--- src/rtl/ifetch.sv ---
// -----------------------------------------------------------------------------
// ifetch -- instruction fetch unit with a circular instruction queue.
//
// Issues one word fetch at a time to the memory controller, buffers returned
// words together with their PC, and hands them to the decoder one per cycle
// when downstream is not stalled. A ROB redirect flushes the queue, retargets
// the PC, and causes any in-flight response to be dropped.
//
// Ports
//   clk          in   clock, all state updates on the rising edge
//   rst          in   synchronous active-high reset (overrides rdy)
//   rdy          in   global ready; low freezes every register
//   mem_req      out  fetch request, held high until mem_done
//   mem_addr     out  address of the pending fetch
//   mem_done     in   one-cycle response pulse; mem_instr valid
//   mem_instr    in   fetched instruction word
//   stall_RS     in   downstream cannot accept an instruction this cycle
//   IF_success   out  one-cycle pulse: instr/fetch_pc valid
//   instr        out  delivered instruction
//   fetch_pc     out  PC of the delivered instruction
//   rob_jump     in   redirect/flush request
//   rob_jump_pc  in   new fetch PC, valid with rob_jump
// -----------------------------------------------------------------------------
module ifetch #(
  parameter int unsigned QUEUE_DEPTH = 8,
  parameter logic [31:0] RESET_PC    = 32'h0
) (
  input  logic        clk,
  input  logic        rst,
  input  logic        rdy,
  output logic        mem_req,
  output logic [31:0] mem_addr,
  input  logic        mem_done,
  input  logic [31:0] mem_instr,
  input  logic        stall_RS,
  output logic        IF_success,
  output logic [31:0] instr,
  output logic [31:0] fetch_pc,
  input  logic        rob_jump,
  input  logic [31:0] rob_jump_pc
);

  localparam int unsigned PTR_W = $clog2(QUEUE_DEPTH);
  localparam int unsigned CNT_W = PTR_W + 1;
  localparam logic [CNT_W-1:0] FULL_CNT = CNT_W'(QUEUE_DEPTH);

  typedef enum logic [1:0] {
    S_IDLE,
    S_BUSY,
    S_DISCARD   // response still owed by memory, but its data is stale
  } state_e;

  state_e             state_q, state_d;
  logic [31:0]        pc_q, pc_d;
  logic               mem_req_q, mem_req_d;
  logic [31:0]        mem_addr_q, mem_addr_d;
  logic [PTR_W-1:0]   head_q, head_d;
  logic [PTR_W-1:0]   tail_q, tail_d;
  logic [CNT_W-1:0]   count_q, count_d;
  logic               if_success_q, if_success_d;
  logic [31:0]        instr_q, instr_d;
  logic [31:0]        fetch_pc_q, fetch_pc_d;
  logic               push, pop;

  logic [31:0] q_pc_mem    [QUEUE_DEPTH];
  logic [31:0] q_instr_mem [QUEUE_DEPTH];

  always_comb begin
    // NOTE: every variable gets a default first so no path leaves it
    // unassigned; otherwise synthesis infers a latch.
    state_d      = state_q;
    pc_d         = pc_q;
    mem_req_d    = mem_req_q;
    mem_addr_d   = mem_addr_q;
    head_d       = head_q;
    tail_d       = tail_q;
    count_d      = count_q;
    if_success_d = 1'b0;
    instr_d      = instr_q;
    fetch_pc_d   = fetch_pc_q;
    push         = 1'b0;

    unique case (state_q)
      S_IDLE: begin
        // Issue is gated on the current count; a response can add at most
        // one entry, so a slot is guaranteed when it arrives.
        if (!rob_jump && count_q != FULL_CNT) begin
          mem_req_d  = 1'b1;
          mem_addr_d = pc_q;
          state_d    = S_BUSY;
        end
      end
      S_BUSY: begin
        if (mem_done) begin
          mem_req_d = 1'b0;
          state_d   = S_IDLE;
          if (!rob_jump) begin
            push = 1'b1;
            pc_d = pc_q + 32'd4;
          end
        end else if (rob_jump) begin
          // The request cannot be withdrawn; keep it up and swallow the reply.
          state_d = S_DISCARD;
        end
      end
      S_DISCARD: begin
        if (mem_done) begin
          mem_req_d = 1'b0;
          state_d   = S_IDLE;
        end
      end
      default: state_d = S_IDLE;
    endcase

    pop = !rob_jump && !stall_RS && count_q != '0;
    if (pop) begin
      if_success_d = 1'b1;
      instr_d      = q_instr_mem[head_q];
      fetch_pc_d   = q_pc_mem[head_q];
      head_d       = head_q + 1'b1;
    end
    if (push) begin
      tail_d = tail_q + 1'b1;
    end

    unique case ({push, pop})
      2'b10:   count_d = count_q + 1'b1;
      2'b01:   count_d = count_q - 1'b1;
      default: count_d = count_q;
    endcase

    // Redirect wins over push and pop in the same cycle.
    if (rob_jump) begin
      pc_d    = rob_jump_pc;
      head_d  = '0;
      tail_d  = '0;
      count_d = '0;
    end
  end

  // NOTE: sequential state uses non-blocking assignments so every register
  // samples pre-edge values; the combinational block above uses blocking.
  always_ff @(posedge clk) begin
    if (rst) begin
      state_q      <= S_IDLE;
      pc_q         <= RESET_PC;
      mem_req_q    <= 1'b0;
      mem_addr_q   <= '0;
      head_q       <= '0;
      tail_q       <= '0;
      count_q      <= '0;
      if_success_q <= 1'b0;
      instr_q      <= '0;
      fetch_pc_q   <= '0;
    end else if (rdy) begin
      state_q      <= state_d;
      pc_q         <= pc_d;
      mem_req_q    <= mem_req_d;
      mem_addr_q   <= mem_addr_d;
      head_q       <= head_d;
      tail_q       <= tail_d;
      count_q      <= count_d;
      if_success_q <= if_success_d;
      instr_q      <= instr_d;
      fetch_pc_q   <= fetch_pc_d;
    end
  end

  // NOTE: queue storage has no reset; count/head/tail define which entries
  // are valid, so clearing the array would only cost a reset tree.
  always_ff @(posedge clk) begin
    if (!rst && rdy && push) begin
      q_pc_mem[tail_q]    <= mem_addr_q;
      q_instr_mem[tail_q] <= mem_instr;
    end
  end

  assign mem_req    = mem_req_q;
  assign mem_addr   = mem_addr_q;
  assign IF_success = if_success_q;
  assign instr      = instr_q;
  assign fetch_pc   = fetch_pc_q;

endmodule
--- config.mk ---
export PLATFORM = sky130hd
export DESIGN_NAME = ifetch
export DESIGN_NICKNAME = d
export VERILOG_FILES = /design/src/rtl/ifetch.sv
export SDC_FILE = /design/constraint.sdc
export NUM_CORES = 1
export LEC_CHECK = 0
export ABC_AREA = 1
export CAP_MARGIN = 25
export CORE_ASPECT_RATIO = 1.4
export CORE_MARGIN = 2
export CORE_UTILIZATION = 35
export DETAILED_ROUTE_END_ITERATION = 7
export GPL_TIMING_DRIVEN = 0
export SLEW_MARGIN = 20
export SYNTH_ARGS = -nofsm -noshare
export SYNTH_HDL_FRONTEND = slang
export SYNTH_SLANG_ARGS = --single-unit
--- constraint.sdc ---
create_clock -name clk -period 13.6 [get_ports clk]
set_input_delay 2.72 -clock clk [delete_from_list [all_inputs] [get_ports clk]]
set_output_delay 2.72 -clock clk [all_outputs]
set_load 0.005 [all_outputs]
* Word-level counts from Yosys, hierarchy flattened
Memory sizes are Yosys's and may differ from the RTL's. A register that Yosys moved wholly into a read port is not among the register bits. Index checks and enable logic that the tools add are counted.
Word-level totals: flip-flop bits (word level) 78, memories 2, RAM bits 512
Cells by class: reductions and logical operators 25, multiplexer cells 23, add/subtract/negate cells 5, equality and inequality tests 9
Memories:
- q_instr_mem | depth 8, bits a word 32, rd ports 1, clocked after memory_dff 1, write ports 1, line 66 | logic [31:0] q_instr_mem [QUEUE_DEPTH];
- q_pc_mem | depth 8, bits a word 32, rd ports 1, clocked after memory_dff 1, write ports 1, line 65 | logic [31:0] q_pc_mem [QUEUE_DEPTH];
Operators with widths (count):
- $mux 32 | 3
- $add 32x3->32 const B | 1
- $mux 3 | 4
- $reduce_bool 2->1 | 5
- $mux 1 | 8
- $mux 2 | 4
- $pmux 4 s2 | 1
- $reduce_and 2->1 | 4
- $reduce_and 4->1 | 2
- $add 3x1->3 const B | 2
- $pmux 2 s3 | 1
- $reduce_and 3->1 | 2
- $logic_and 1x1->1 | 5
- $add 4x1->4 const B | 1
- $eq 2x1->1 const B | 2
- $eq 2x2->1 const B | 2
- $mux 4 | 1
- $ne 2x2->1 const B | 2
- $ne 4x4->1 const B | 1
- $reduce_bool 4->1 | 1
- $sub 4x1->4 const B | 1
- $logic_not 1->1 | 3
- $ne 3x3->1 const B | 1
- $reduce_bool 3->1 | 1
- 4 further kinds | 4

* Depth between registers and ports, before layout
Gate-level depths: netlist (run 1).
depth in word-level cells 6, mapped depth 13, mapped depth without buffers 13

* Least setup slack after synthesis (run 1)
No wires, ideal clock.
kind input to register, start point input rob_jump, end point memory q_instr_mem[6][0], enable pin, cell stages on the path 5, arrival time 7.522 ns, library setup time 0.565 ns, setup slack 5.513 ns, path buffers 0, path through nor2_1 nand3_1 nor2_1 nand2_1 nor3_1
Between the ends: word-level cells in the longest chain between the ends 6
RTL lines:
- from (decl) | line 39 | input logic rob_jump,
- $mux 1 | line 97 | if (!rob_jump) begin
- $mux 1 | line 94 | if (mem_done) begin
- $mux 1 | line 83 | unique case (state_q)
- $logic_and 1x1->1 | line 172 | if (!rst && rdy && push) begin
- $mux 1 | line 172
- $mux 1 (not written as such) | line 174 | q_instr_mem[tail_q] <= mem_instr;
- to (decl) | line 66
Every way passes these cells.

* Worst setup path in the final report (run 1)
start point input rob_jump, end point memory q_instr_mem[6][19], enable pin
Same word-level chain as after synthesis.

==> results of run 1 <==
registers in the layout, indices dropped and copies added (netlist names):
| register | flops |
|---|---|
| IF_success | 1 |
| mem_addr | 32 |
| instr | 32 |
| tail_q | 3 |
| state_q | 2 |
| fetch_pc | 32 |
| count_q | 4 |
| head_q | 3 |
| pc_q | 32 |
| q_instr_mem | 256 |
| mem_req | 1 |
| q_pc_mem | 256 |
stage by stage:
step	util	instance area, um^2	cells
floorplan	-	25700	2116
global placement	0.393	28600	3234
detailed placement	0.401	29200	3270
CTS	0.430	31300	3388
global route	0.430	31300	3389
finish	0.430	31300	3389
power breakdown:
part           total (mW)  leakage, nW  internal [mW]  switching (mW)
sequential           2.19         6.03           2.17          0.0278
combinational       0.142         3.25         0.0575          0.0845
clock                1.81         1.03           1.04           0.764
total                4.14         10.3           3.27           0.876
cell usage in the layout (no fill, tap or decap), types with 11 or more instances in the layout:
| master | n |
|---|---|
| o21ai_0 | 259 |
| o221ai_1 | 46 |
| nor2_1 | 336 |
| edfxtp_1 | 512 |
| nand2_1 | 181 |
| dfxtp_1 | 142 |
| o22ai_1 | 37 |
| clkdlybuf4s50_1 | 166 |
| o32ai_1 | 46 |
| o21ai_1 | 38 |
| mux2i_1 | 64 |
| clkbuf_1 | 95 |
| inv_1 | 47 |
| buf_4 | 23 |
| clkbuf_16 | 68 |
| a21oi_1 | 137 |
| nand3_1 | 39 |
| buf_12 | 11 |
| nor3_1 | 25 |
| buf_2 | 37 |
worst max-delay path, stage by stage:
cell	delay, ps
clkdlybuf4s50_1	550
nor2_1	250
nand3_1	120
nor2_1	140
nand2_1	240
nor3_2	590
buf_4	330
buf_4	210
buf_4	170
buf_4	200
metal layers:
metal,share of wire,vias up,GRT usage
met1,0.39,9183,0.256
li1,-,8323,-
met3,0.068,137,0.0363
met4,0.036,0,0.0846
met5,0,-,0
met2,0.51,784,0.372
synth_stat cells, drive strengths merged, types with 37 or more instances:
cell / n / area [um^2]
a21oi: 139 / 703
buf: 62 / 412
clkbuf: 77 / 289
dfxtp: 142 / 2840
edfxtp: 512 / 15400
inv: 50 / 188
mux2i: 64 / 641
nand2: 182 / 686
nand3: 41 / 215
nor2: 347 / 1330
o21ai: 297 / 1490
o221ai: 46 / 403
o22ai: 37 / 231
o32ai: 46 / 403
final cells by class:
cell class	count	area [um^2]
Antenna cell	1	2.50
Inverter	51	191
Multi-Input combinational cell	1272	6660
Timing Repair Buffer	202	2230
Buffer	139	701
Fill cell	6682	41400
Clock inverter	24	245
Tap cell	952	1190
Clock buffer	94	1880
Sequential cell	654	18200
cell families (layout without fill, tap and decap cells):
kind of cell | after synthesis | in the layout | synth area share
buffers and inverters | 190 | 510 | 0.0347
AND/OR/NAND/NOR | 620 | 620 | 0.0980
adder cells (fa/ha/maj) | 8 | 8 | 0.00389
multiplexers | 64 | 64 | 0.0249
XOR/XNOR | 3 | 3 | 0.00102
other | 0 | 1 | 0
flip-flops | 654 | 654 | 0.708
AO/OA/AOI/OAI | 577 | 577 | 0.129
final timing paths:
kind                           start                            to  slack, ps
min             pc_q[0]$_SDFFE_PP0P_      mem_addr[0]$_SDFFE_PP0P_        480
min reg2reg     pc_q[0]$_SDFFE_PP0P_      mem_addr[0]$_SDFFE_PP0P_        480
max                         rob_jump  q_instr_mem[6][19]$_DFFE_PP_       8370
max reg2reg  state_q[1]$_SDFFE_PP0P_  q_instr_mem[6][19]$_DFFE_PP_      10490
==> results.sh, run 1 <==
export IMPL_status="completed"
export IMPL_wire_per_inst_um=23.9
export IMPL_cts_buffers=66
export IMPL_via_per_inst=5.44
export IMPL_cp_required_ps=13900
export IMPL_fin_setup_tns_ps=0
export IMPL_postCtsSetupRepairBufs=0
export IMPL_synth_edff_count=512
export IMPL_grt_pass1_vias=18600
export IMPL_clk_latency_ps=600
export IMPL_critPathKind="primary input to flop"
export IMPL_hp_class="flop to flop"
export IMPL_maxCapViolCount=0
export IMPL_cts_resized=0
export IMPL_ys_types=42
export IMPL_ff2ff_path_depth=12
export IMPL_htree_levels=3
export IMPL_rows=117
export IMPL_portBuffers=166
export IMPL_irDropWorstVdd_mv=0.0844
export IMPL_wirelength_um=81000
export IMPL_cp_start_kind="primary input"
export IMPL_fmax_mhz=191
export IMPL_ys_flop_type="edfxtp_1"
export IMPL_drtAntennaViolNets=0
export IMPL_synth_seq_cells=654
export IMPL_synthesis_area_um2=25700
export IMPL_grt_pass1_wl_um=119000
export IMPL_fin_crit_sh=0.385
export IMPL_rsz0062_at_grt="false"
export IMPL_dpl_worst_slack_ps=7810
export IMPL_clockBufferDepth=3
export IMPL_avgSynthCellArea_um2=12.2
export IMPL_coreArea_um2=72800
export IMPL_initial_utilization=0.353
export IMPL_post_route_drc_count=0
export IMPL_routed_via_count=18400
export IMPL_powerDensity_nw_per_um2=132
export IMPL_grt_remaining_overflow=0
export IMPL_finalSetupViolations=0
export IMPL_syn_num_nets=2194
export IMPL_whs_path_depth=2
export IMPL_cts_tree="done"
export IMPL_gp_congestion=0.875
export IMPL_first_pass_iters=5
export IMPL_die_x_um=233
export IMPL_ios=168
export IMPL_async_reset_ff_frac=0
export IMPL_synth_cells=2116
export IMPL_drt_initial_drc_count=1899
export IMPL_end_kind="flop"
export IMPL_clock_sinks=654
export IMPL_antenna_found_initial=1
export IMPL_post_route_min_period_ps=5230
export IMPL_ys_warn_count=0
export IMPL_ys_seq_area_frac=0.708
export IMPL_hold_ws_ps=477
export IMPL_ctsHoldBuffers=0
export IMPL_dp_hpwl_um=57000
export IMPL_clock_skew_ps=27.5
export IMPL_tightest_slew_ps=913
export IMPL_grt_usage=0.212
export IMPL_slew_violations=0
export IMPL_leakage_nw=10.3
export IMPL_p_total_mw=4.14
export IMPL_worst_slack_ps=8370
export IMPL_cts_root_buf="clkbuf_16"
export IMPL_syn2layout_area_growth_pct=21.8
export IMPL_hold_violations=0
export IMPL_nets=2464
export IMPL_grt_max_degree=22
export IMPL_max_slew_margin=0.391
export IMPL_cp_arrival_ps=5530
export IMPL_drive_above_1_share=0.0862
export IMPL_die_h_um=325
export IMPL_design_die_area_um2=75700
export IMPL_cp_max_fo=9
export IMPL_clkSlewWorstSetupHoldPaths_ps=60
No activity file was read; power rests on OpenSTA's default activity.
==> run 2, diff against run 1 <==
==> constraint.sdc (replaced) <==
create_clock -name clk -period 5.15 [get_ports clk]
set_input_delay 1.03 -clock clk [delete_from_list [all_inputs] [get_ports clk]]
set_output_delay 1.03 -clock clk [all_outputs]
set_load 0.005 [all_outputs]
==> results.sh, run 2 (synthesis results as in run 1) <==
export IMPL_leakage_nw=10.3
export IMPL_tightest_slew_ps=913
export IMPL_place_inst=3263
export IMPL_clock_skew_ps=26.5
export IMPL_cts_buffers=66
export IMPL_fin_crit_sh=0.633
export IMPL_grt_max_degree=22
export IMPL_cp_max_fo=21
export IMPL_finalSetupViolations=0
export IMPL_clkSlewWorstSetupHoldPaths_ps=60
export IMPL_powerDensity_nw_per_um2=344
export IMPL_cp_required_ps=5430
export IMPL_irDropWorstVdd_mv=0.201
export IMPL_hp_class="flop to flop"
export IMPL_slew_violations=0
export IMPL_drtAntennaViolNets=0
export IMPL_largest_registers="q_instr_mem: 256 flops, q_pc_mem: 256 flops"
export IMPL_layout_common_cells="edfxtp_1 (512), nor2_1 (336), o21ai_0 (259)"
export IMPL_via_per_inst=5.33
export IMPL_final_cell_count_no_fill=3383
export IMPL_postCtsSetupRepairBufs=0
export IMPL_initial_utilization=0.353
export IMPL_finalInstanceArea_um2=31300
export IMPL_cts_tree="done"
export IMPL_cpMaxStageDelayCell="clkdlybuf4s50_1"
export IMPL_fill_cells=6563
export IMPL_grt_pass1_wl_um=115000
export IMPL_final_common_cell="edfxtp_1"
export IMPL_drive_above_1_share=0.0811
export IMPL_max_slew_margin=0.392
export IMPL_end_kind="flop"
export IMPL_grt_remaining_overflow=0
export IMPL_dp_hpwl_um=55800
export IMPL_cts_root_buf="clkbuf_16"
export IMPL_clock_sinks=654
export IMPL_design_die_area_um2=75700
export IMPL_rsz0062_at_grt="false"
export IMPL_cp_arrival_ps=3540
export IMPL_r2r_slack_ps=2310
export IMPL_hold_ws_ps=453
export IMPL_routed_via_count=18000
export IMPL_grt_pass1_vias=18000
export IMPL_drt_initial_drc_count=1892
export IMPL_die_h_um=325
export IMPL_antenna_found_initial=3
export IMPL_syn2layout_area_growth_pct=21.5
export IMPL_ios=168
export IMPL_coreArea_um2=72800
export IMPL_htree_levels=3
export IMPL_critical_path_cell_chain="clkdlybuf4s50_1 -> nor2_1 -> nand3_1 -> nor2_1 -> nand2_1 -> nor2_4 -> buf_16 -> buf_16 -> buf_12"
export IMPL_fmax_mhz=307
export IMPL_die_x_um=233
export IMPL_wirelength_um=79100
export IMPL_clockBufferDepth=3
export IMPL_cts_resized=0
export IMPL_post_route_drc_count=0
export IMPL_wire_per_inst_um=23.4
export IMPL_nets=2457
export IMPL_placed_area_um2=29200
export IMPL_clk_latency_ps=600
export IMPL_slowest_delay_ps=540
export IMPL_grt_usage=0.207
export IMPL_first_pass_iters=6
export IMPL_status="completed"
export IMPL_gp_congestion=0.906
export IMPL_hold_violations=0
export IMPL_cp_start_kind="primary input"
export IMPL_post_route_min_period_ps=3260
export IMPL_ctsHoldBuffers=0
export IMPL_portBuffers=166
export IMPL_critPathKind="primary input to flop"
export IMPL_rows=117
export IMPL_maxCapViolCount=0
## run 2: cell types whose count changed in the layout (fill, tap and decap cells not counted), sizes merged
cell,previous run,this run
inv,53,52
buf,98,91
clkbuf,171,170
bufinv,4,2
clkinvlp,4,2
clkinv,14,21
## run 2: critical path: cells and delay by family
kind,cells,cell delay (ps)
and+or+nand+nor,5,1290
buffers and inverters,4,1180
## run 2: metal layers
layer / routed length [um] / GRT usage / vias up
met5: 13 / 0 / -
met4: 3140 / 0.0903 / 2
met3: 5760 / 0.0368 / 147
met2: 40100 / 0.360 / 770
met1: 30100 / 0.249 / 8812
li1: - / - / 8290
## run 2: cell type report
cell class                      count  area, um^2  share of cell area
Sequential cell                   654       18200               0.583
Multi-Input combinational cell   1272        6680               0.214
Timing Repair Buffer              195        2240              0.0718
Clock buffer                       93        1840              0.0587
Tap cell                          952        1190              0.0381
Buffer                            139         701              0.0224
Clock inverter                     26         195             0.00624
Inverter                           51         191             0.00612
Antenna cell                        1        2.50           0.0000801
## run 2: per-stage QoR
stage                     utilization  total power [mW]  TNS [ps]  setup slack [ps]
final                           0.430              10.7         0              1890
after global routing            0.430              11.0         0              1730
after CTS                       0.430              10.8         0              1900
after detailed placement        0.402              6.28         0              1280
after global placement          0.393              6.27  -1327940             -2800
after floorplan                     -              6.04         0               487
## run 2: path summary, 6_finish.rpt
path,from,to,cells after the start
hold / removal,pc_q[1]$_SDFFE_PP0P_,mem_addr[1]$_SDFFE_PP0P_,2
setup reg to reg,state_q[1]$_SDFFE_PP0P_,q_pc_mem[1][2]$_DFFE_PP_,11
hold reg to reg,pc_q[1]$_SDFFE_PP0P_,mem_addr[1]$_SDFFE_PP0P_,2
setup / recovery,rob_jump,q_pc_mem[1][2]$_DFFE_PP_,9
## run 2: where the power goes
group | internal (mW) | switching (mW)
Sequential | 5.72 | 0.0724
Clock | 2.60 | 1.99
Combinational | 0.152 | 0.224
==> run 3, diff against run 2 <==
==> constraint.sdc (replaced) <==
create_clock -name clk -period 3.1 [get_ports clk]
set_input_delay 0.62 -clock clk [delete_from_list [all_inputs] [get_ports clk]]
set_output_delay 0.62 -clock clk [all_outputs]
set_load 0.005 [all_outputs]
==> results.sh, run 3 (synthesis results as in run 1) <==
export IMPL_status="completed"
export IMPL_placed_area_um2=29200
export IMPL_cp_arrival_ps=3050
export IMPL_cts_root_buf="clkbuf_16"
export IMPL_cp_required_ps=3420
export IMPL_cp_top_family="simple AND/OR/NAND/NOR gates"
export IMPL_ios=168
export IMPL_post_route_drc_count=0
export IMPL_drtAntennaViolNets=0
export IMPL_first_pass_iters=5
export IMPL_clkSlewWorstSetupHoldPaths_ps=60
export IMPL_ff2ff_path_depth=11
export IMPL_whs_path_depth=2
export IMPL_grt_pass1_vias=18300
export IMPL_grt_usage=0.208
export IMPL_critPathKind="flop to flop"
export IMPL_r2r_start="state_q[1]$_SDFFE_PP0P_"
export IMPL_critical_path_cell_chain="inv_1 -> ha_1 -> inv_1 -> nor2_2 -> nand3_1 -> nor2_2 -> nand2_2 -> nor2_4 -> buf_16 -> buf_16 -> buf_12"
export IMPL_fill_cells=6649
export IMPL_fmax_mhz=367
export IMPL_tightest_slew_ps=953
export IMPL_clock_skew_ps=26.8
export IMPL_largest_registers="q_instr_mem: 256 flops, q_pc_mem: 256 flops"
export IMPL_post_route_min_period_ps=2730
export IMPL_cts_buffers=60
export IMPL_syn2layout_area_growth_pct=21.1
export IMPL_multiInputGateArea_um2=6680
export IMPL_max_slew_margin=0.364
export IMPL_hold_violations=0
export IMPL_place_inst=3262
export IMPL_drive_above_1_share=0.0829
export IMPL_slew_violations=0
export IMPL_coreArea_um2=72800
export IMPL_r2r_slack_ps=370
export IMPL_wirelength_um=79400
export IMPL_drt_initial_drc_count=1697
export IMPL_worstHoldStart="IF_success$_SDFFE_PP0P_"
export IMPL_cts_resized=0
export IMPL_r2r_end="q_pc_mem[4][5]$_DFFE_PP_"
export IMPL_grt_remaining_overflow=0
export IMPL_clockBufferDepth=3
export IMPL_leakage_nw=10.2
export IMPL_fin_crit_sh=0.879
export IMPL_grt_pass1_wl_um=117000
export IMPL_grt_max_degree=23
export IMPL_postCtsSetupRepairBufs=0
export IMPL_irDropWorstVdd_mv=0.438
export IMPL_portBuffers=166
export IMPL_slowest_delay_ps=540
export IMPL_antenna_found_initial=1
export IMPL_via_per_inst=5.35
export IMPL_cpMaxStageDelayCell="nor2_4"
export IMPL_clk_latency_ps=640
export IMPL_nets=2450
export IMPL_cp_start_kind="flop"
export IMPL_dp_hpwl_um=55900
export IMPL_final_common_cell="edfxtp_1"
export IMPL_powerDensity_nw_per_um2=561
export IMPL_rsz0062_at_grt="false"
export IMPL_routed_via_count=18100
export IMPL_end_kind="flop"
export IMPL_die_x_um=233
export IMPL_cp_max_fo=21
export IMPL_die_h_um=325
export IMPL_gp_congestion=0.907
export IMPL_cts_tree="done"
export IMPL_maxCapViolCount=0
export IMPL_critical_path_buf_inv_count=5
export IMPL_final_cell_count_no_fill=3379
export IMPL_htree_levels=2
export IMPL_wire_per_inst_um=23.5
export IMPL_finalInstanceArea_um2=31100
export IMPL_finalSetupViolations=0
export IMPL_ctsHoldBuffers=0
export IMPL_register_area_um2=18200
export IMPL_design_die_area_um2=75700
export IMPL_rows=117
export IMPL_clock_sinks=654
export IMPL_hold_end="IF_success$_SDFFE_PP0P_"
export IMPL_hold_ws_ps=481
export IMPL_hp_class="flop to flop"
export IMPL_layout_common_cells="edfxtp_1 (512), nor2_1 (334), o21ai_0 (259)"
export IMPL_initial_utilization=0.353
export IMPL_p_total_mw=17.5
run 3: where the power goes:
part	internal, mW	total (mW)	switching (mW)
clock network	3.90	7.21	3.31
logic	0.253	0.628	0.375
registers	9.50	9.62	0.120
run 3: through the flow:
stage | utilization | worst slack (ps) | setup TNS, ps
after floorplan | - | -115 | -23360
after global placement | 0.394 | -2420 | -897910
after detailed placement | 0.402 | -224 | -31250
after CTS | 0.428 | 373 | 0
after global routing | 0.428 | 183 | 0
final | 0.428 | 375 | 0
run 3: cell type report:
class,instances,area share
Timing Repair Buffer,194,0.0722
Clock buffer,80,0.0526
Inverter,51,0.00615
Buffer,139,0.0225
Multi-Input combinational cell,1272,0.215
Antenna cell,3,0.000241
Sequential cell,654,0.585
Tap cell,952,0.0383
Clock inverter,34,0.00832
run 3: worst max-delay path by stage:
stage | startpoint | endpoint | slack (ps) | cells past startpoint
6_report | state_q[1]$_SDFFE_PP0P_ | q_pc_mem[4][5]$_DFFE_PP_ | 370 | 11
5_1_grt | state_q[1]$_SDFFE_PP0P_ | q_pc_mem[4][7]$_DFFE_PP_ | 180 | 11
4_1_cts | state_q[1]$_SDFFE_PP0P_ | q_pc_mem[4][7]$_DFFE_PP_ | 370 | 11
3_5_place_dp | rob_jump | q_instr_mem[4][19]$_DFFE_PP_ | -220 | 9
3_3_place_gp | rob_jump | q_instr_mem[1][20]$_DFFE_PP_ | -2420 | 6
2_1_floorplan | rob_jump | q_instr_mem[1][0]$_DFFE_PP_ | -110 | 5
run 3: routing by layer:
metal / global-route usage / share of wire
met5: 0 / 0
met4: 0.0829 / 0.039
met3: 0.0352 / 0.069
met2: 0.363 / 0.50
met1: 0.253 / 0.39
run 3: worst register-to-register path, cell delays in order (launching register included):
cell and delay, ps:
dfxtp_1 330, inv_1 90, ha_1 200, inv_1 80, nor2_2 130, nand3_1 100
nor2_2 130, nand2_2 160, nor2_4 540, buf_16 250, buf_16 190, buf_12 210
